`src/rtl/riscv_core_dcache_writeback.sv`:
```
// Data-cache writeback master: buffers one dirty block and sends it as a single AXI4 INCR write burst.
// Optional macro RISCV_DCACHE_WB_ERR_EN adds a sticky o_wb_error flag for bad B responses.
module riscv_core_dcache_writeback #(
  parameter int ADDR_WIDTH     = 64,
  parameter int BLOCK_WIDTH    = 256,
  parameter int AXI_DATA_WIDTH = 64,
  parameter int ID_WIDTH       = 4,
  parameter int WB_ID          = 0
) (
  input  logic                          i_clk,
  input  logic                          i_rst_n,
  input  logic                          i_wb_req,
  input  logic [ADDR_WIDTH-1:0]         i_wb_addr,
  input  logic [BLOCK_WIDTH-1:0]        i_wb_block,
  output logic                          o_wb_ready,
  output logic                          o_wb_done,
  output logic [ID_WIDTH-1:0]           o_awid,
  output logic [ADDR_WIDTH-1:0]         o_awaddr,
  output logic [7:0]                    o_awlen,
  output logic [2:0]                    o_awsize,
  output logic [1:0]                    o_awburst,
  output logic                          o_awvalid,
  input  logic                          i_awready,
  output logic [AXI_DATA_WIDTH-1:0]     o_wdata,
  output logic [AXI_DATA_WIDTH/8-1:0]   o_wstrb,
  output logic                          o_wlast,
  output logic                          o_wvalid,
  input  logic                          i_wready,
  input  logic [ID_WIDTH-1:0]           i_bid,
  input  logic [1:0]                    i_bresp,
  input  logic                          i_bvalid,
  output logic                          o_bready,
  output logic [1:0]                    o_dbg_state
`ifdef RISCV_DCACHE_WB_ERR_EN
  ,
  output logic                          o_wb_error
`endif
);

  localparam int BEATS  = BLOCK_WIDTH / AXI_DATA_WIDTH;
  localparam int BEAT_W = (BEATS > 1) ? $clog2(BEATS) : 1;
  localparam int OFF_W  = $clog2(BLOCK_WIDTH / 8);
  localparam logic [BEAT_W-1:0] LAST_BEAT = BEAT_W'(BEATS - 1);

  // Handshake rule on every channel: a transfer happens on a rising clock edge where
  // valid && ready; once valid is raised it and its payload hold until that edge.
  typedef enum logic [1:0] {
    IDLE = 2'd0,
    SEND = 2'd1,
    RESP = 2'd2
  } state_e;

  state_e                    state_q;
  logic [ADDR_WIDTH-1:0]     addr_q;
  logic [BLOCK_WIDTH-1:0]    block_q;
  logic [BEAT_W-1:0]         beat_q;
  logic                      aw_done_q;
  logic                      w_done_q;
  logic                      awvalid_q;
  logic                      wvalid_q;
  logic                      bready_q;
  logic                      ready_q;
  logic                      done_q;

  logic aw_hs;
  logic w_hs;
  logic beat_is_last;
  logic aw_done_d;
  logic w_done_d;
  logic b_hs;

  assign aw_hs        = awvalid_q && i_awready;
  assign w_hs         = wvalid_q && i_wready;
  assign beat_is_last = (beat_q == LAST_BEAT);
  assign aw_done_d    = aw_done_q || aw_hs;
  assign w_done_d     = w_done_q || (w_hs && beat_is_last);
  assign b_hs         = bready_q && i_bvalid;

  always_ff @(posedge i_clk or negedge i_rst_n) begin
    if (!i_rst_n) begin
      state_q   <= IDLE;
      addr_q    <= '0;
      block_q   <= '0;
      beat_q    <= '0;
      aw_done_q <= 1'b0;
      w_done_q  <= 1'b0;
      awvalid_q <= 1'b0;
      wvalid_q  <= 1'b0;
      bready_q  <= 1'b0;
      ready_q   <= 1'b1;
      done_q    <= 1'b0;
    end else begin
      done_q <= 1'b0;
      case (state_q)
        IDLE: begin
          if (i_wb_req) begin
            addr_q    <= {i_wb_addr[ADDR_WIDTH-1:OFF_W], {OFF_W{1'b0}}};
            block_q   <= i_wb_block;
            beat_q    <= '0;
            aw_done_q <= 1'b0;
            w_done_q  <= 1'b0;
            awvalid_q <= 1'b1;
            wvalid_q  <= 1'b1;
            ready_q   <= 1'b0;
            state_q   <= SEND;
          end
        end
        SEND: begin
          if (aw_hs) begin
            awvalid_q <= 1'b0;
            aw_done_q <= 1'b1;
          end
          // The buffer shifts down one word per beat so the current beat is always the low word.
          if (w_hs) begin
            if (beat_is_last) begin
              wvalid_q <= 1'b0;
              w_done_q <= 1'b1;
            end else begin
              beat_q  <= beat_q + BEAT_W'(1);
              block_q <= {{AXI_DATA_WIDTH{1'b0}}, block_q[BLOCK_WIDTH-1:AXI_DATA_WIDTH]};
            end
          end
          if (aw_done_d && w_done_d) begin
            bready_q <= 1'b1;
            state_q  <= RESP;
          end
        end
        RESP: begin
          if (i_bvalid) begin
            bready_q <= 1'b0;
            done_q   <= 1'b1;
            ready_q  <= 1'b1;
            state_q  <= IDLE;
          end
        end
        default: state_q <= IDLE;
      endcase
    end
  end

`ifdef RISCV_DCACHE_WB_ERR_EN
  logic err_q;

  always_ff @(posedge i_clk or negedge i_rst_n) begin
    if (!i_rst_n) begin
      err_q <= 1'b0;
    end else if (b_hs && (i_bresp[1] || (i_bid != ID_WIDTH'(WB_ID)))) begin
      err_q <= 1'b1;
    end
  end

  assign o_wb_error = err_q;

  logic unused_inputs;
  assign unused_inputs = ^{i_wb_addr[OFF_W-1:0], i_bresp[0]};
`else
  logic unused_inputs;
  assign unused_inputs = ^{i_wb_addr[OFF_W-1:0], i_bid, i_bresp, b_hs};
`endif

  assign o_wb_ready  = ready_q;
  assign o_wb_done   = done_q;
  assign o_awid      = ID_WIDTH'(WB_ID);
  assign o_awaddr    = addr_q;
  assign o_awlen     = 8'(BEATS - 1);
  assign o_awsize    = 3'($clog2(AXI_DATA_WIDTH / 8));
  assign o_awburst   = 2'b01;
  assign o_awvalid   = awvalid_q;
  assign o_wdata     = block_q[AXI_DATA_WIDTH-1:0];
  assign o_wstrb     = '1;
  assign o_wlast     = wvalid_q && beat_is_last;
  assign o_wvalid    = wvalid_q;
  assign o_bready    = bready_q;
  assign o_dbg_state = state_q;

endmodule

```
`config.mk`:
```
export PLATFORM = sky130hd
export DESIGN_NAME = riscv_core_dcache_writeback
export DESIGN_NICKNAME = d
export VERILOG_FILES = /design/src/rtl/riscv_core_dcache_writeback.sv
export SDC_FILE = /design/constraint.sdc
export NUM_CORES = 1
export LEC_CHECK = 0
export CELL_PAD_IN_SITES_DETAIL_PLACEMENT = 0
export CELL_PAD_IN_SITES_GLOBAL_PLACEMENT = 1
export CORE_ASPECT_RATIO = 1.25
export CORE_UTILIZATION = 39
export CTS_BUF_LIST = sky130_fd_sc_hd__clkbuf_2
export CTS_CLUSTER_SIZE = 12
export DETAILED_ROUTE_END_ITERATION = 7
export PLACE_DENSITY_LB_ADDON = 0.1
export RECOVER_POWER = 100
export SLEW_MARGIN = 0
export SYNTH_ARGS = -nofsm -noshare
export SYNTH_HDL_FRONTEND = slang
export SYNTH_SLANG_ARGS = --single-unit
```
`constraint.sdc`:
```
create_clock -name i_clk -period 2.5 [get_ports i_clk]
set_input_delay 0.5 -clock i_clk [delete_from_list [all_inputs] [get_ports i_clk]]
set_output_delay 0.5 -clock i_clk [all_outputs]
set_load 0.02 [all_outputs]
```
# --- Yosys cells after proc, flatten, opt, wreduce, memory -nomap -nowiden ---
# Cells that the tools add are included.
op_classes:
  add_sub_neg: 1
  n_eq_ne: 10
  n_mux: 31
  reduce_logical: 18
op_table:
  columns: ["op", "n"]
  rows:
  - ["$mux W256", 3]
  - ["$pmux W256 S2", 1]
  - ["$ne A2 B2 Y1 const B", 7]
  - ["$mux W1", 13]
  - ["$mux W2", 6]
  - ["$pmux W1 S2", 6]
  - ["$reduce_and A3 Y1", 4]
  - ["$reduce_and A4 Y1", 2]
  - ["$pmux W2 S3", 1]
  - ["$reduce_bool A2 Y1", 3]
  - ["$logic_and A1 B1 Y1", 5]
  - ["$eq A2 B2 Y1 const B", 2]
  - ["$pmux W2 S2", 1]
  - ["$add A2 B1 Y2 const B", 1]
  - ["$eq A2 B1 Y1 const B", 1]
  - ["$logic_not A2 Y1", 1]
  - ["$logic_or A1 B1 Y1", 2]
  - ["$reduce_and A2 Y1", 1]
word_totals:
  reg_bits: 326
  in_bits: 332
  word_cells: 71

# --- Logic depth before layout (Yosys ltp) ---
depth:
  ltp_word: 6
  mapped_depth: 7
  depth_no_buf: 4

# --- Worst setup path after synthesis ---
# Ideal clock, no wire load.
synth_timing:
  path_kind: "register to register"
  start: "register beat_q[0]"
  end: "register block_q[112]"
  t_arrival_ns: 1.769
  t_required_ns: 2.375
  slack_ns: 0.607
  path_stages_with_launch: 7
  period_less_slack_ns: 1.893
  cell_sequence: "dfrtp_1 -> ha_1 -> nand4b_1 -> a21oi_1 -> buf_2 -> buf_2 -> mux2_2"
synth_via:
  elab_chain_cells: 3
synth_lines:
  columns: ["element", "line_no", "rtl"]
  rows:
  - ["from (decl)", "56", "logic [BEAT_W-1:0] beat_q;"]
  - ["from (signal assigned)", "119", "beat_q <= beat_q + BEAT_W'(1);"]
  - ["$eq A2 B2 Y1", "74", "assign beat_is_last = (beat_q == LAST_BEAT);"]
  - ["$ne A2 B2 Y1 (no source line)", null, null]
  - ["$reduce_and A4 Y1 (no source line)", null, null]
  - ["to (signal assigned)", "98", "block_q <= i_wb_block;"]
  - ["to (signal assigned)", "120", "block_q <= {{AXI_DATA_WIDTH{1'b0}}, block_q[BLOCK_WIDTH-1:AXI_DATA_WIDTH]};"]
  - ["to (decl)", "55", "logic [BLOCK_WIDTH-1:0] block_q;"]
# No other way between the ends.
# A chain may end at the register's enable or synchronous reset.

# --- Final worst setup path ---
layout_timing:
  start: "register beat_q[1]"
  end: "output o_wlast"
layout_via:
  elab_chain_cells: 2
layout_lines:
  columns: ["element", "line_no", "rtl"]
  rows:
  - ["$eq A2 B2 Y1", "74", null]
  - ["$logic_and A1 B1 Y1", "171", "assign o_wlast = wvalid_q && beat_is_last;"]
  - ["to (decl)", "26", "output logic o_wlast,"]
# No other way between the ends.

==> metrics.txt <==
share of cells above drive strength 1=0.366; detailed-route via count=9958; Worst-Margin Slew=1610 ps; fillers=3510; die height=225 um; Reg2Reg Launch Point=beat_q[1]; final-report hold violation count=0; nets=1851; reg-to-reg slack, setup=160 ps; asr flop ratio synth=1.00; clock root cell=clkbuf_2; smallest hold slack=147 ps; Ports=493; Final ANT Viol Nets=0; max-slew violations=133; clk_skew=44.7 ps; top fanout value on the critical path=6; CTS clock-pin slew for the worst setup and hold paths=90 ps; Starting Density=0.395; DRT Pass-1 Iters=4; Mapped Cells=1034; outcome=finished with violations; total CTS buffers=87; max_cap viols=2; Port Buffers=451; largest family of logic cells by synthesized area=multiplexers; EDFF count, synth=0; Leakage Power=9.52 nW; CP Launch Type=flip-flop; FF-to-FF path depth=6; Layout area overhead=36.2%; YS warnings=0; Compound-Gate Fraction of Synth Area=0.0426; TritonCTS Sinks=326; most common cell in the synthesized netlist=dfrtp_1; clock latency on the worst-skew pair=940 ps; Critical Path AT=1850 ps; total power=27.0 mW; core area=0.0391 mm^2; Worst Setup SP=beat_q[1]; Top FF cell, synth=dfrtp_1; Post-Synthesis Cell Area=0.0155 mm^2; dominant cell type by area after synthesis=dfrtp_1; global-route wire length before repair=62.3 mm; number of remaining DRC errors=0; Synth cell types=30; Post-Synth XOR/XNOR Area=0; hpwl dp=27.9 mm; hold path cells=2; Worst Hold Class=primary input to flip-flop; Final Cycle Share=0.941; post-layout min period=2350 ps; GRT Overall Usage=0.200; drt initial violations=266; row cnt=81; vias per cell=4.79; worst hold start=i_bvalid; Max transition margin=-0.0737; post-synthesis sequential area ratio=0.528; CP Capture Type=output port; CP Class=flip-flop to output port; H-tree Lvls=3; Post-Route WL=39.9 mm; antenna violations before repair=13; RSZ-0062 raised after global routing=no; number of global-route vias before repair=11100; CP required=2000 ps; #FFs+latches synth=326; synth cell count leaders=dfrtp_1, mux2_2, mux2_4; top cells by area, synth=dfrtp_1, mux2_2, mux2_4, buf_4, a22o_1; largest net degree at the start of global routing=68; global placement routability congestion=0.759; simple-gate portion of the synthesized area=0.00809; CTS tree=done; Die Wd=180 um; WL/cell=19.2 um; post-synthesis mux area share=0.347; Avg Inst Size Synth=15.0 um^2; failing checks=max-capacitance violations, max-slew violations; Final setup viols=0; share of the synthesized area in the top cell type=0.526; Overflow after GRT=0; maximum clock path buffer count=3; Worst Hold End=o_dbg_state[1]; power density cells=1280 mW/mm^2; capture point of the worst reg-to-reg path=block_q[121]; Peak Freq=425 MHz; adder-cell share of the synthesized area=0.000809; die footprint=0.0405 mm^2; Peak VDD IR=570 uV
==> layout make-up <==
type / instances / area, um^2 / area share
tap: 498 / 623 / 0.0296
inverter: 3 / 11.3 / 0.000535
clock inverter: 12 / 128 / 0.00606
antenna: 13 / 32.5 / 0.00154
timing repair buffer: 526 / 5150 / 0.244
clock buffer: 128 / 641 / 0.0304
multi-input combinational: 574 / 6320 / 0.300
sequential: 326 / 8160 / 0.387
==> where the power goes <==
part	switching (mW)	leakage, nW	total (mW)	internal [mW]
logic	6.01	4.99	13.9	7.86
clock network	2.20	0.592	3.84	1.64
registers	1.29	3.93	9.26	7.97
==> cell families after synthesis <==
logic type / count (synthesis)
AOI/OAI and AO/OA: 78
muxes: 443
DFF: 326
and+or+nand+nor: 22
adders and majority gates: 1
buffers and inverters: 162
other: 2
==> cell usage in the layout (no fill, tap or decap), types with 7 or more instances in the layout <==
cell             instances
dlygate4sd2_1          127
buf_4                    7
buf_12                  14
conb_1                  30
diode_2                 13
mux2_2                 296
mux2_4                 100
clkbuf_2               137
dfrtp_1                325
a22o_1                  65
dlygate4sd3_1           39
mux2_1                  47
clkdlybuf4s50_1        320
==> worst max path at each step <==
| stage | end | slack [ps] | cells after the start |
|---|---|---|---|
| floorplan | block_q[112] | 610 | 6 |
| global placement | block_q[39] | 160 | 6 |
| detailed placement | block_q[173] | 130 | 6 |
| CTS | o_wlast | -10 | 3 |
| global route | o_wvalid | 2 | 1 |
| finish | o_wlast | 150 | 3 |
==> state kept, by name, indices dropped and copies added (netlist names) <==
register     flops
w_done_q         1
block_q        256
o_bready         1
o_wb_ready       1
beat_q           2
o_wb_done        1
o_wvalid         1
o_awaddr        59
o_awvalid        1
aw_done_q        1
o_dbg_state      2
==> worst max-delay path, stage by stage, from the launching register on <==
cell and delay, ps:
dfrtp_1 440, ha_4 200, and2_4 160, buf_6 130
==> stage by stage <==
stage / cells / utilization / TNS (ps) / setup slack, ps / cell area, um^2
after floorplan: 1062 / - / 0 / 607 / 15600
after global placement: 1886 / 0.516 / 0 / 158 / 20200
after detailed placement: 1886 / 0.516 / 0 / 130 / 20200
after CTS: 2066 / 0.542 / -11.7 / -11.7 / 21200
after global routing: 2074 / 0.538 / 0 / 2.07 / 21000
final: 2080 / 0.538 / 0 / 146 / 21100
==> layer usage <==
| metal | global-route usage | up-vias | wire (um) |
|---|---|---|---|
| li1 | - | 4608 | - |
| met3 | 0.0716 | 63 | 3170 |
| met2 | 0.327 | 350 | 19900 |
| met1 | 0.234 | 4933 | 15800 |
| met4 | 0.0965 | 4 | 1010 |
| met5 | 0 | - | 26 |
==> what timing repair did <==
item,CTS,global route
pin swaps,1,0
setup endpoints to repair,129,2
hold endpoints to repair,332,0
hold buffers,40,0
gates resized for setup,139,1
setup buffers,0,1
No activity file was read; power rests on OpenSTA's default activity.
